**src/rtl/hex_scroll_engine.sv**
```systemverilog
// Scrolling symbol register for the multi-digit 7-segment path: NUM_DIGITS x SYM_W, stepped per prescaler tick.
// Latency: Q, StepPulse and LapPulse are registered and visible the cycle after the tick edge.
// No backpressure: Run freezes the prescaler, and Clear (sync) dominates. Optional manual stepping uses HSS_MANUAL_STEP_EN.
module hex_scroll_engine #(
  parameter int NUM_DIGITS = 8,
  parameter int SYM_W      = 4,
  parameter int TICK_DIV   = 50_000_000
) (
  input  logic                        Clk,
  input  logic                        Resetn,
  input  logic                        Run,
  input  logic                        Clear,
  input  logic [1:0]                  Mode,
`ifdef HSS_MANUAL_STEP_EN
  input  logic                        StepReq,
`endif
  input  logic [SYM_W-1:0]            DataIn,
  output logic [NUM_DIGITS*SYM_W-1:0] Q,
  output logic                        StepPulse,
  output logic                        LapPulse
);

  localparam int CW  = (TICK_DIV > 1) ? $clog2(TICK_DIV) : 1;
  localparam int LW  = $clog2(NUM_DIGITS);
  localparam int TOP = NUM_DIGITS*SYM_W - 1;
  localparam logic [CW-1:0] CNT_MAX = CW'(TICK_DIV - 1);
  localparam logic [LW-1:0] LAP_MAX = LW'(NUM_DIGITS - 1);

  localparam logic [1:0] MODE_HOLD  = 2'b00;
  localparam logic [1:0] MODE_SHIFT = 2'b01;
  localparam logic [1:0] MODE_ROTL  = 2'b10;
  localparam logic [1:0] MODE_ROTR  = 2'b11;

  logic [CW-1:0]  cnt;
  logic [LW-1:0]  lap;
  logic           prescale_tick;
  logic           tick;
  logic [TOP:0]   q_next;
  logic [LW-1:0]  lap_next;
  logic           lap_wrap;

  assign prescale_tick = Run && (cnt == CNT_MAX);

`ifdef HSS_MANUAL_STEP_EN
  // Two synchroniser flops plus a history flop; the rising edge is seen two edges after capture,
  // so the forced step lands on the third Clk edge after StepReq rises.
  logic [2:0] req_sync;
  logic       manual_tick;

  // StepReq synchroniser and edge history
  always_ff @(posedge Clk or negedge Resetn) begin
    if (!Resetn) req_sync <= '0;
    else         req_sync <= {req_sync[1:0], StepReq};
  end

  assign manual_tick = req_sync[1] & ~req_sync[2];
  assign tick        = prescale_tick | manual_tick;
`else
  assign tick = prescale_tick;
`endif

  // Next symbol vector and lap count for the step being taken this tick
  always_comb begin
    q_next   = Q;
    lap_next = '0;
    lap_wrap = 1'b0;
    case (Mode)
      MODE_HOLD:  q_next = Q;
      MODE_SHIFT: q_next = {Q[TOP-SYM_W:0], DataIn};
      MODE_ROTL:  q_next = {Q[TOP-SYM_W:0], Q[TOP -: SYM_W]};
      MODE_ROTR:  q_next = {Q[SYM_W-1:0], Q[TOP:SYM_W]};
      default:    q_next = Q;
    endcase
    // Only rotate steps advance the lap; hold and shift-in restart it.
    if (Mode[1]) begin
      if (lap == LAP_MAX) begin
        lap_next = '0;
        lap_wrap = 1'b1;
      end else begin
        lap_next = lap + LW'(1);
      end
    end
  end

  // Prescaler: counts while Run, restarts on any tick; Clear wins
  always_ff @(posedge Clk or negedge Resetn) begin
    if (!Resetn)     cnt <= '0;
    else if (Clear)  cnt <= '0;
    else if (tick)   cnt <= '0;
    else if (Run)    cnt <= cnt + CW'(1);
  end

  // Symbol register, lap counter and registered step/lap pulses
  always_ff @(posedge Clk or negedge Resetn) begin
    if (!Resetn) begin
      Q         <= '0;
      lap       <= '0;
      StepPulse <= 1'b0;
      LapPulse  <= 1'b0;
    end else if (Clear) begin
      Q         <= '0;
      lap       <= '0;
      StepPulse <= 1'b0;
      LapPulse  <= 1'b0;
    end else if (tick) begin
      Q         <= q_next;
      lap       <= lap_next;
      StepPulse <= 1'b1;
      LapPulse  <= lap_wrap;
    end else begin
      StepPulse <= 1'b0;
      LapPulse  <= 1'b0;
    end
  end

endmodule

```
**config.mk**
```make
export PLATFORM = sky130hd
export DESIGN_NAME = hex_scroll_engine
export DESIGN_NICKNAME = d
export VERILOG_FILES = /design/src/rtl/hex_scroll_engine.sv
export SDC_FILE = /design/constraint.sdc
export NUM_CORES = 1
export LEC_CHECK = 0
export ABC_AREA = 1
export CAP_MARGIN = 40
export CORE_AREA = 2 2 123 95
export DETAILED_ROUTE_END_ITERATION = 10
export DIE_AREA = 0 0 125 97
export GPL_ROUTABILITY_DRIVEN = 0
export SLEW_MARGIN = 0
export SYNTH_ARGS = -nofsm -noshare
export SYNTH_HDL_FRONTEND = slang
export SYNTH_SLANG_ARGS = --single-unit
```
**constraint.sdc**
```tcl
create_clock -name Clk -period 2.2 [get_ports Clk]
set_input_delay 0.44 -clock Clk [delete_from_list [all_inputs] [get_ports Clk]]
set_output_delay 0.44 -clock Clk [all_outputs]
set_load 0.02 [all_outputs]
```
==> impl_metrics.yaml, run 1 <==
timing:
  finalHoldViolCount: 0
  finalSetupTns_ns: 0
  max_freq_mhz: 533.1
  rsz0062_at_grt: "false"
  finalCritPeriodShare_pct: 85.27
  worst_pin_slew_ns: 0.6406
  slew_violations: 0
  max_slew_margin_pct: 57.25
  setup-violations-final: 0
  hold-worst-slack_ns: 0.1038
  fin_crit_ns: 1.876
  worst_clock_skew_ns: 0.009640
floorplan:
  chipHeight_um: 97
  dieArea_mm2: 0.01213
  die_x_um: 125
  rows: 33
  core_area_mm2: 0.01082
  io-pin-count: 44
  start_util_pct: 34.61
clocking:
  cts_buffers: 9
  post_cts_buffers: 0
  clkSlewWorstSetupHoldPaths_ns: 0.05
  cts_resized: 0
  clock-root-buffer: "clkbuf_16"
  clkSinkCount: 63
  ctsHoldBuffers: 0
  clockBufferDepth: 2
  htreeDepth: 3
  clock_latency_ns: 0.34
  cts_tree: "done"
layout:
  diodes: 0
  fin_area_mm2: 0.004695
  drive_gt1_share_pct: 7.843
  nNetsFinal: 622
  area_growth_pct: 25.40
placement:
  place.port_buffers: 43
  dp_hpwl_mm: 8.007
  place_area_mm2: 0.004408
synthesis:
  synth_top_area_share_pct: 42.11
  synth_nets: 568
  synth_top_area_cell: "dfrtp_1"
  yosysSeqAreaShare_pct: 42.11
  synth.area.top_cells: "dfrtp_1 42%, nand2_1 17%, nor2_1 12%"
  synth_warnings: 0
  syn_area_mm2: 0.003744
  syn_avg_cell_area_um2: 6.745
  ys_seq_elements: 63
  yosysUniqueCellTypes: 26
  syn_inst: 555
global_routing:
  grt_max_degree: 41
  antenna_found_initial: 0
  overflow: 0
  grt_pass1_vias: 3440
  grt_pass1_wl_mm: 17.91
  track_usage_pct: 18.31
setup_path:
  worst_r2r_path_depth: 8
  crit_type: "register to register"
  worstPathRequired_ns: 2.46
  path_max_fanout: 15
  r2r_start: "cnt[1]"
  rrSetupSlack_ns: 0.32
  cpMaxStageDelayCell: "nor2_2"
  critical_path_arrival_ns: 2.13
  endpoint_kind: "register"
  cp-start-kind: "register"
  crit_chain: "ha_1 -> nand3_1 -> nor2_1 -> nand3_1 -> nor2_2 -> nor2_2 -> o21ai_0 -> nor2_1"
  cp-startpoint: "cnt[1]"
  cp_slowest_stage_delay_ns: 0.49
  timing.rr.end: "cnt[14]"
route:
  drt_pass1_iterations: 5
  ant_nets: 0
  wl_per_cell_um: 14.52
  route.detailed.drc: 0
  first_iter_violations: 382
  vias_per_cell: 4.995
  num_vias: 3756
  wirelength_mm: 10.92
power_and_ir_drop:
  powerDensity_mw_per_mm2: 664.6
  peakVddDrop_v: 0.0004175
  p_leak_uw: 0.002221
run:
  maxCapViolations: 0
worst_hold_path:
  hp-class: "input port to asynchronous set/reset pin"
run_status:
  status: "finished, final reports clean"
==> final cells by class <==
cell class                 count  area (um^2)
fill                        1116         6123
multi-input combinational    427         1874
sequential                    63         1577
timing repair buffer          63        613.1
clock buffer                  10        239.0
tap                          140        175.2
inverter                      45        168.9
clock inverter                 4        47.55
==> stage by stage <==
| step | worst slack (ns) | cells | util (%) | total power [uW] |
|---|---|---|---|---|
| finish | 0.3240 | 752 | 43.40 | 3120 |
| global route | 0.1028 | 752 | 43.40 | 3251 |
| CTS | 0.3297 | 752 | 43.40 | 3146 |
| detailed placement | 0.06356 | 738 | 40.75 | 1739 |
| global placement | 0.1223 | 738 | 40.75 | 1731 |
| floorplan | 0.7418 | 555 | - | 1521 |
==> layout by cell type (no fill, tap or decap), types with 4 or more instances in the layout <==
| master | netlist | final |
|---|---|---|
| dfrtp_1 | 63 | 63 |
| clkdlybuf4s50_1 | 0 | 42 |
| nand2_1 | 170 | 170 |
| buf_4 | 0 | 17 |
| nor2_1 | 119 | 119 |
| nand4_1 | 9 | 9 |
| nor3_1 | 11 | 11 |
| o21ai_0 | 34 | 34 |
| nand3_1 | 54 | 54 |
| nor2_2 | 4 | 4 |
| a21oi_1 | 5 | 5 |
| clkbuf_16 | 0 | 9 |
| xor2_1 | 4 | 4 |
| inv_1 | 43 | 43 |
==> state kept, by name, summed over array words and instances, names as in the netlist <==
register,cells
StepPulse,1
lap,3
Q,32
cnt,26
LapPulse,1
==> logic make-up after synthesis <==
group | Yosys count | synth area share, %
XOR/XNOR | 4 | 0.9357
flip-flops | 63 | 42.11
AO/OA/AOI/OAI | 46 | 6.684
AND/OR/NAND/NOR | 374 | 41.44
adder cells (fa/ha/maj) | 3 | 1.003
buffers and inverters | 65 | 7.821
==> critical path: cells and delay by family (launching register included) <==
kind | cells | cell delay, ns
AND/OR/NAND/NOR | 6 | 0.93
adder cells (fa/ha/maj) | 1 | 0.24
flip-flops | 1 | 0.41
AO/OA/AOI/OAI | 1 | 0.20
==> power breakdown <==
part	total [uW]	leakage, uW	internal, uW	switching, uW
registers	1290	0.000865	1220	72.5
logic	428	0.00122	172	256
clock network	1400	0.000140	889	512
==> cells in the mapped netlist <==
cell type and n:
inv_1 43, nor3_2 1, nor2_4 2, nand2_2 2, o21ai_0 34, nand3_1 54, nand3b_1 1, a211oi_1 2
nor2_1 119, a21oi_1 5, o31ai_1 1, buf_6 5, nand4_1 9, a31o_2 1, nor3_1 11, ha_1 3
inv_2 2, clkbuf_1 6, nor2_2 4, xor2_1 4, dfrtp_1 63, nand2_1 170, o21ai_2 1, o211ai_1 2
buf_2 9, nor3b_1 1
==> worst max path at each step <==
stage / end / slack (ns) / depth (start not counted)
after global placement: cnt[25] / 0.12 / 10
after detailed placement: cnt[14] / 0.06 / 10
after global routing: cnt[14] / 0.10 / 8
final: cnt[14] / 0.32 / 8
after floorplan: Q[28] / 0.74 / 11
after CTS: Q[18] / 0.33 / 1
==> routing by layer <==
layer | track usage (%) | routed length [um] | vias to the layer above
met3 | 4.425 | 714 | 10
li1 | - | - | 1866
met1 | 28.52 | 5464 | 1759
met2 | 25.46 | 4641 | 121
met5 | 0 | 0 | -
met4 | 3.761 | 102 | 0
No activity file was read; power rests on OpenSTA's default activity.
==> run 2: changes to the inputs <==
Settings changed: CORE_AREA 2 2 123 95 to 10 10 131 103, DIE_AREA 0 0 125 97 to 0 0 141 113.
Clock period 2.2 ns to 2.43 ns, I/O delays scaled along.
==> impl_metrics.yaml, run 2 (synthesis gave the netlist of run 1 again) <==
run_status:
  status: "finished, final reports clean"
timing:
  timing.final.ws_setup_ns: 0.4850
  max_freq_mhz: 514.1
  worst_clock_skew_ns: 0.006833
  finalSetupTns_ns: 0
  finalCritPeriodShare_pct: 80.04
  fin_crit_ns: 1.945
  rsz0062_at_grt: "false"
  worst_pin_slew_ns: 0.8247
  slew_violations: 0
  finalHoldViolCount: 0
  max_slew_margin_pct: 45.02
  setup-violations-final: 0
placement:
  dp_hpwl_mm: 8.248
  pre_cts_slack_ns: 0.1654
  place.port_buffers: 43
power_and_ir_drop:
  seqPwrFrac_pct: 40.1
  switching_power_uw: 773.4
  p_int_uw: 2144
  p_leak_uw: 0.002186
  p_comb_share_pct: 13.1
  peakVddDrop_v: 0.0003110
  switching_share_pct: 26.51
  powerDensity_mw_per_mm2: 628.2
  clkPwrFrac_pct: 46.8
clocking:
  clock-root-buffer: "clkbuf_16"
  clock_latency_ns: 0.34
  clkSinkCount: 63
  post_cts_buffers: 0
  clockBufferDepth: 2
  cts_tree: "done"
  cts_buffers: 9
  ctsHoldBuffers: 0
  clkSlewWorstSetupHoldPaths_ns: 0.06
  cts_resized: 0
  htreeDepth: 3
setup_path:
  crit_type: "register to primary output"
  cp-start-kind: "register"
  worstPathRequired_ns: 1.94
  cp_num_buf_inv: 1
  critPathTopFamily: "buffers and inverters"
  crit_chain: "clkdlybuf4s50_1"
  critical_path_arrival_ns: 1.46
  cpMaxStageDelayCell: "clkdlybuf4s50_1"
  endpoint_kind: "primary output"
  cp_slowest_stage_delay_ns: 0.65
  path_max_fanout: 4
floorplan:
  io-pin-count: 44
  rows: 33
  core_area_mm2: 0.01082
  dieArea_mm2: 0.01593
  start_util_pct: 34.61
  chipHeight_um: 113
  die_x_um: 141
layout:
  drive_gt1_share_pct: 6.919
  area_growth_pct: 24.06
  reg_top3: "Q: 32 flops, cnt: 26 flops, lap: 3 flops"
  final_cell_mix: "170 x nand2_1, 119 x nor2_1, 63 x dfrtp_1"
  nNetsFinal: 615
  seq_area_mm2: 0.001577
  regMostFlops: "Q"
  largest_reg_flops: 32
  multiInputGateArea_mm2: 0.001874
  fillers: 1128
  diodes: 0
  final_common_cell: "nand2_1"
worst_hold_path:
  hp-class: "input port to asynchronous set/reset pin"
route:
  first_iter_violations: 338
  num_vias: 3733
  drt_pass1_iterations: 5
  ant_nets: 0
  vias_per_cell: 4.997
  wl_per_cell_um: 15.11
  wirelength_mm: 11.29
  route.detailed.drc: 0
global_routing:
  use_met3_pct: 3.343
  grt-busiest-layer: "met2"
  use_met2_pct: 21.33
  grtUsageMet1_pct: 20.23
  antenna_found_initial: 0
  overflow: 0
  track_usage_pct: 14.41
  grt_pass1_wl_mm: 18.66
  grt_max_degree: 64
  grt_pass1_vias: 3475
run:
  maxCapViolations: 0
run 2: layout make-up:
class	count	area share [%]
Multi-Input combinational cell	427	40.36
Clock buffer	10	4.930
Timing Repair Buffer	56	11.53
Clock inverter	6	1.832
Tap cell	140	3.772
Sequential cell	63	33.94
Inverter	45	3.637
run 2: metrics by stage:
step | instances | cell area (um^2) | power (uW) | hold slack (ns) | util (%)
floorplan | 555 | 3744 | 1377 | 0.1904 | -
global placement | 731 | 4330 | 1563 | 0.4688 | 40.03
detailed placement | 731 | 4330 | 1571 | 0.4843 | 40.03
CTS | 747 | 4644 | 2949 | 0.3656 | 42.93
global route | 747 | 4644 | 3040 | 0.4066 | 42.93
finish | 747 | 4644 | 2918 | 0.3220 | 42.93
run 2: worst paths after layout:
kind                       depth (start not counted)    from      end  slack, ns
max                                                1    Q[0]     Q[0]       0.49
min                                                2  Resetn     Q[4]       0.32
max reg2reg                                        8  cnt[1]  cnt[14]       0.50
min reg2reg                                        2  lap[2]   lap[2]       0.49
max in group asynchronous                          2  Resetn   cnt[0]       1.55
min in group Clk                                   2  lap[2]   lap[2]       0.49
run 2: layer usage:
layer	wire (um)	up-vias
li1	-	1855
met1	5517	1761
met2	4908	109
met3	725	8
met4	137	0
met5	0	-
run 2: power groups by stage:
stage | combinational, uW | sequential, uW | clock, uW
finish | 382 | 1170 | 1370
global route | 428 | 1180 | 1430
CTS | 385 | 1170 | 1390
detailed placement | 384 | 1190 | 0
global placement | 379 | 1180 | 0
floorplan | 166 | 1210 | 0
run 2: worst reg2reg max path: stages, from the launching register on:
cell,delay (ns)
dfrtp_1,0.41
ha_1,0.25
nand3_1,0.14
nor2_1,0.07
nand3_1,0.09
nor2_2,0.08
nor2_2,0.45
o21ai_0,0.23
nor2_1,0.14
==> run 3: changes to the inputs <==
Clock period 2.43 ns to 1.95 ns, I/O delays scaled along.
==> impl_metrics.yaml, run 3 (synthesis gave the netlist of run 1 again) <==
setup_path:
  cp_num_buf_inv: 1
  path_depth: 1
  worst_r2r_path_depth: 10
  crit_type: "register to primary output"
  critPathTopFamily: "buffers and inverters"
  crit_chain: "clkdlybuf4s50_1"
  cp_slowest_stage_delay_ns: 0.65
  endpoint_kind: "primary output"
  cp-start-kind: "register"
  path_max_fanout: 4
  critical_path_arrival_ns: 1.43
  worstPathRequired_ns: 1.56
  cpMaxStageDelayCell: "clkdlybuf4s50_1"
layout:
  seq_area_mm2: 0.001577
  regMostFlops: "Q"
  diodes: 0
  fin_area_mm2: 0.004805
  largest_reg_flops: 32
  fillers: 1124
  area_growth_pct: 28.34
  multiInputGateArea_mm2: 0.001874
  final_common_cell: "nand2_1"
  final_cell_mix: "170 x nand2_1, 119 x nor2_1, 63 x dfrtp_1"
  drive_gt1_share_pct: 10.05
  reg_top3: "Q: 32 flops, cnt: 26 flops, lap: 3 flops"
  nNetsFinal: 635
  final_cell_count_no_fill: 767
global_routing:
  antenna_found_initial: 0
  track_usage_pct: 14.31
  grt_max_degree: 64
  overflow: 0
  grt_pass1_wl_mm: 18.82
  grt_pass1_vias: 3509
route:
  drt_pass1_iterations: 5
  wl_per_cell_um: 14.81
  vias_per_cell: 4.924
  ant_nets: 0
  first_iter_violations: 370
  num_vias: 3777
  route.detailed.drc: 0
  wirelength_mm: 11.36
run:
  maxCapViolations: 0
timing:
  finalCritPeriodShare_pct: 93.46
  setup-violations-final: 0
  worst_pin_slew_ns: 0.3893
  fin_crit_ns: 1.822
  worst_clock_skew_ns: 0.006798
  max_freq_mhz: 548.7
  rsz0062_at_grt: "false"
  max_slew_margin_pct: 73.95
  slew_violations: 0
  finalHoldViolCount: 0
floorplan:
  rows: 33
  start_util_pct: 34.61
  dieArea_mm2: 0.01593
  die_x_um: 141
  io-pin-count: 44
  core_area_mm2: 0.01082
  chipHeight_um: 113
placement:
  post-place-cells: 751
  dp_hpwl_mm: 8.411
  place.port_buffers: 43
  place_area_mm2: 0.004506
power_and_ir_drop:
  p_comb_share_pct: 13.9
  clkPwrFrac_pct: 45.3
  switching_power_uw: 971.9
  switching_share_pct: 27.26
  p_int_uw: 2593
  powerDensity_mw_per_mm2: 742.0
  seqPwrFrac_pct: 40.8
  peakVddDrop_v: 0.0004339
  p_leak_uw: 0.002291
clocking:
  post_cts_buffers: 0
  htreeDepth: 3
  clock_latency_ns: 0.33
  clkSinkCount: 63
  clkSlewWorstSetupHoldPaths_ns: 0.06
  cts_buffers: 9
  clock-root-buffer: "clkbuf_16"
  cts_tree: "done"
  cts_resized: 0
  ctsHoldBuffers: 0
  clockBufferDepth: 2
worst_hold_path:
  hp-class: "input port to asynchronous set/reset pin"
run_status:
  status: "finished, final reports clean"
-- run 3: cell types whose count changed in the layout (fill, tap and decap cells not counted), sizes merged --
cell	previous run	this run
buf	14	34
bufinv	2	1
clkinv	2	3
-- run 3: worst paths after layout --
check | startpoint | end | slack (ns)
worst max-delay path | Q[18] | Q[18] | 0.13
worst min-delay path | Resetn | Q[4] | 0.05
worst max register to register | cnt[1] | Q[10] | 0.24
worst min register to register | lap[1] | lap[1] | 0.49
max in group asynchronous | Resetn | cnt[5] | 1.57
min in group Clk | lap[1] | lap[1] | 0.49
-- run 3: metal layers --
metal	vias to the layer above	routed length, um	global-route usage [%]
met3	15	731	3.009
met1	1757	5475	20.23
met2	105	4988	20.89
met5	-	0	0
li1	1900	-	-
met4	0	163	5.151
-- run 3: worst reg2reg max path, delay by kind of cell (launching register included) --
family                   cells  cell delay, ns
AND/OR/NAND/NOR              7            0.70
buffers and inverters        2            0.33
adder cells (fa/ha/maj)      1            0.21
flip-flops                   1            0.40
-- run 3: through the flow --
stage	total power, uW	worst slack (ns)	hold slack, ns	setup TNS (ns)	utilization, %
after detailed placement	1977	-0.07419	0.4346	-0.09603	41.65
after global placement	1967	-0.08809	0.4327	-0.1336	41.65
after CTS	3600	0.1137	0.08853	0	44.41
after global routing	3725	0.04845	0.09513	0	44.41
after floorplan	1716	0.4918	0.09441	0	-
final	3565	0.1275	0.04686	0	44.41
-- run 3: area by class of cell --
| type | instances | share of cell area, % |
|---|---|---|
| Timing Repair Buffer | 76 | 14.79 |
| Tap cell | 140 | 3.646 |
| Multi-Input combinational cell | 427 | 39.01 |
| Sequential cell | 63 | 32.81 |
| Clock inverter | 6 | 1.250 |
| Clock buffer | 10 | 4.974 |
| Inverter | 45 | 3.516 |
-- run 3: power by group through the flow --
stage | sequential (uW) | clock (uW) | combinational [uW]
after floorplan | 1510 | 0 | 206
after global routing | 1470 | 1710 | 551
after CTS | 1450 | 1640 | 503
after global placement | 1470 | 0 | 493
final | 1450 | 1610 | 497
after detailed placement | 1480 | 0 | 501
==> variant, RTL diff (settings of run 3) <==
Add an input register stage for `Run`, `Clear`, `Mode` and `DataIn`, without a reset; this delays them by one clock.
--- a/src/rtl/hex_scroll_engine.sv
+++ b/src/rtl/hex_scroll_engine.sv
@@ -32,4 +32,16 @@
   localparam logic [1:0] MODE_ROTR  = 2'b11;
 
+  logic Run_q;
+  logic Clear_q;
+  logic [1:0] Mode_q;
+  logic [SYM_W-1:0] DataIn_q;
+
+  always_ff @(posedge Clk) begin
+    Run_q    <= Run;
+    Clear_q  <= Clear;
+    Mode_q   <= Mode;
+    DataIn_q <= DataIn;
+  end
+
   logic [CW-1:0]  cnt;
   logic [LW-1:0]  lap;
@@ -40,5 +52,5 @@
   logic           lap_wrap;
 
-  assign prescale_tick = Run && (cnt == CNT_MAX);
+  assign prescale_tick = Run_q && (cnt == CNT_MAX);
 
 `ifdef HSS_MANUAL_STEP_EN
@@ -65,7 +77,7 @@
     lap_next = '0;
     lap_wrap = 1'b0;
-    case (Mode)
+    case (Mode_q)
       MODE_HOLD:  q_next = Q;
-      MODE_SHIFT: q_next = {Q[TOP-SYM_W:0], DataIn};
+      MODE_SHIFT: q_next = {Q[TOP-SYM_W:0], DataIn_q};
       MODE_ROTL:  q_next = {Q[TOP-SYM_W:0], Q[TOP -: SYM_W]};
       MODE_ROTR:  q_next = {Q[SYM_W-1:0], Q[TOP:SYM_W]};
@@ -73,5 +85,5 @@
     endcase
     // Only rotate steps advance the lap; hold and shift-in restart it.
-    if (Mode[1]) begin
+    if (Mode_q[1]) begin
       if (lap == LAP_MAX) begin
         lap_next = '0;
@@ -86,7 +98,7 @@
   always_ff @(posedge Clk or negedge Resetn) begin
     if (!Resetn)     cnt <= '0;
-    else if (Clear)  cnt <= '0;
+    else if (Clear_q)  cnt <= '0;
     else if (tick)   cnt <= '0;
-    else if (Run)    cnt <= cnt + CW'(1);
+    else if (Run_q)    cnt <= cnt + CW'(1);
   end
 
@@ -98,5 +110,5 @@
       StepPulse <= 1'b0;
       LapPulse  <= 1'b0;
-    end else if (Clear) begin
+    end else if (Clear_q) begin
       Q         <= '0;
       lap       <= '0;
Behaviour: no difference found for any inputs over 10 cycles, from zero or initial values and one cycle with Resetn low; that may be too few to reach the edited logic, so the function may still have changed.
==> variant against run 3 <==
  * Area after synthesis increased by 3.2%
  * Global-route usage decreased by 0.72 points
  * Largest power group is now registers
  * Sequential cell count increased by 8
  * Sequential share of layout area increased by 3.8 points
  * Critical endpoint is now Q[27]
  * Design area decreased by 1.4%
  * Non-clock buffer count decreased by 20
  * Total power increased by 2.4%
  * Routed wire length decreased by 7.6%
  * Clock skew increased by 0.0013 ns
  * Worst setup slack improved by 0.0092 ns
==> variant: results (changes against run 3) <==
* Vias in the first global route at 3,495 (was 3,509)
* Placed insts at 701 (was 751)
* Overall routed net length at 10,500 um (was 11,400 um)
* Antenna diode count at 0 (unchanged)
* First-pass GRT wire length at 18,000 um (was 18,800 um)
* Commonest cells in the netlist: nand2_1, nor2_1, dfrtp_1 (unchanged)
* Detail-routed net length per standard cell at 14.6 um (was 14.8 um)
* Top cells by area, synth: dfrtp_1, nand2_1, nor2_1, nand3_1, dfxtp_1 (was dfrtp_1, nand2_1, nor2_1, nand3_1, o21ai_0)
* Compound-Gate Fraction of Synth Area at 0.0531 (was 0.0668)
* Syn avg cell area at 7.33 sq um (was 6.75 sq um)
* Tightest Hold Check Type: flop to flop (was input port to async pin)
* Async SR Flop Fraction at 0.887 (was 1.00)
* Syn Nets at 540 (was 568)
* Detailed Route Iter0 Violations at 277 (was 370)
* Top Registers: Q (32), cnt (26), DataIn_q (4) (was Q (32), cnt (26), lap (3))
* Largest net degree at the start of global routing at 49 (was 64)
* Post-synthesis sequential area ratio at 0.449 (was 0.421)
* WP data arrival at 1.42 ns
* Distinct cell type count after synthesis at 30 (was 26)
* Placed cell area at 0.00444 sq mm (was 0.00451 sq mm)
* Synth Area in XOR/XNOR at 0.0136 (was 0.00936)
* Vias at 3,601 (was 3,777)
* Gr usage total at 0.136 (was 0.143)
* Leakage at 2.15 nW (was 2.29 nW)
* Peak supply drop at 0.000421 V (was 0.000434 V)
* Layout cell share with drive strength beyond 1 at 0.106 (was 0.100)
* Reg clk slew, reported paths at 0.05 ns
* Result of the run: completed (unchanged)
* Final Net Count at 586 (was 635)
* Initial antenna violation count at 0 (unchanged)
* Setup Skew at 0.00810 ns (was 0.00680 ns)
* Adder-cell share of the synthesized area at 0.00971 (was 0.0100)
* Fill cell count at 1,121 (was 1,124)
* Worst-Margin Slew at 0.420 ns (was 0.389 ns)
* Post-DP HPWL at 7530 um (was 8410 um)
-- variant: cell count changes after synthesis, sizes merged, moves of 3 or more --
cell	change
inv	-6
clkbuf	-4
nand3b	+3
a21oi	+4
nand2	-19
dfxtp	+8
o21ai	-9
nor2	-12
buf	+5
-- variant: logic make-up after synthesis --
kind of cell,after synthesis
XOR/XNOR,6
buffers and inverters,60
flip-flops,71
AND/OR/NAND/NOR,348
AO/OA/AOI/OAI,39
adder cells (fa/ha/maj),3
-- variant: worst paths after layout --
kind | start | end | slack, ns | depth (start not counted)
max | Q[27] | Q[27] | 0.14 | 1
min | lap[1] | lap[1] | 0.50 | 2
max reg2reg | cnt[0] | cnt[20] | 0.20 | 11
min reg2reg | lap[1] | lap[1] | 0.50 | 2
max in group asynchronous | Resetn | Q[12] | 0.84 | 3
min in group asynchronous | Resetn | cnt[19] | 0.52 | 2
-- variant: per-layer routing --
metal  vias to the layer above  GRT usage  part of all wire  wire (um)
li1                       1768          -                 -          -
met1                      1733      0.194              0.51       5400
met2                        91      0.193              0.42       4360
met3                         9     0.0376             0.060        625
met4                         0     0.0412             0.011        113
met5                         -          0                 0          0
-- variant: timing repair --
item                      in CTS  in global routing
hold endpoints to repair      15                  0
gates resized for setup        0                  0
hold buffers                   1                  0
-- variant: final cells by class --
type	count	area (sq um)	share of cell area
Clock buffer	12	236	0.0499
Tap cell	140	175	0.0370
Multi-Input combinational cell	396	1850	0.389
Timing Repair Buffer	56	551	0.116
Sequential cell	71	1740	0.367
Clock inverter	4	47.5	0.0100
Inverter	39	146	0.0309
-- variant: where the power goes --
| part | internal, mW | switching (mW) |
|---|---|---|
| Sequential | 1.53 | 0.0783 |
| Clock | 0.986 | 0.593 |
| Combinational | 0.186 | 0.274 |
| Total | 2.71 | 0.945 |
-- variant: stage by stage --
stage	setup WS (ns)	utilization
after CTS	0.119	0.438
after floorplan	0.444	-
after global placement	0.280	0.411
after global routing	0.0365	0.438
after detailed placement	0.206	0.411
final	0.137	0.438
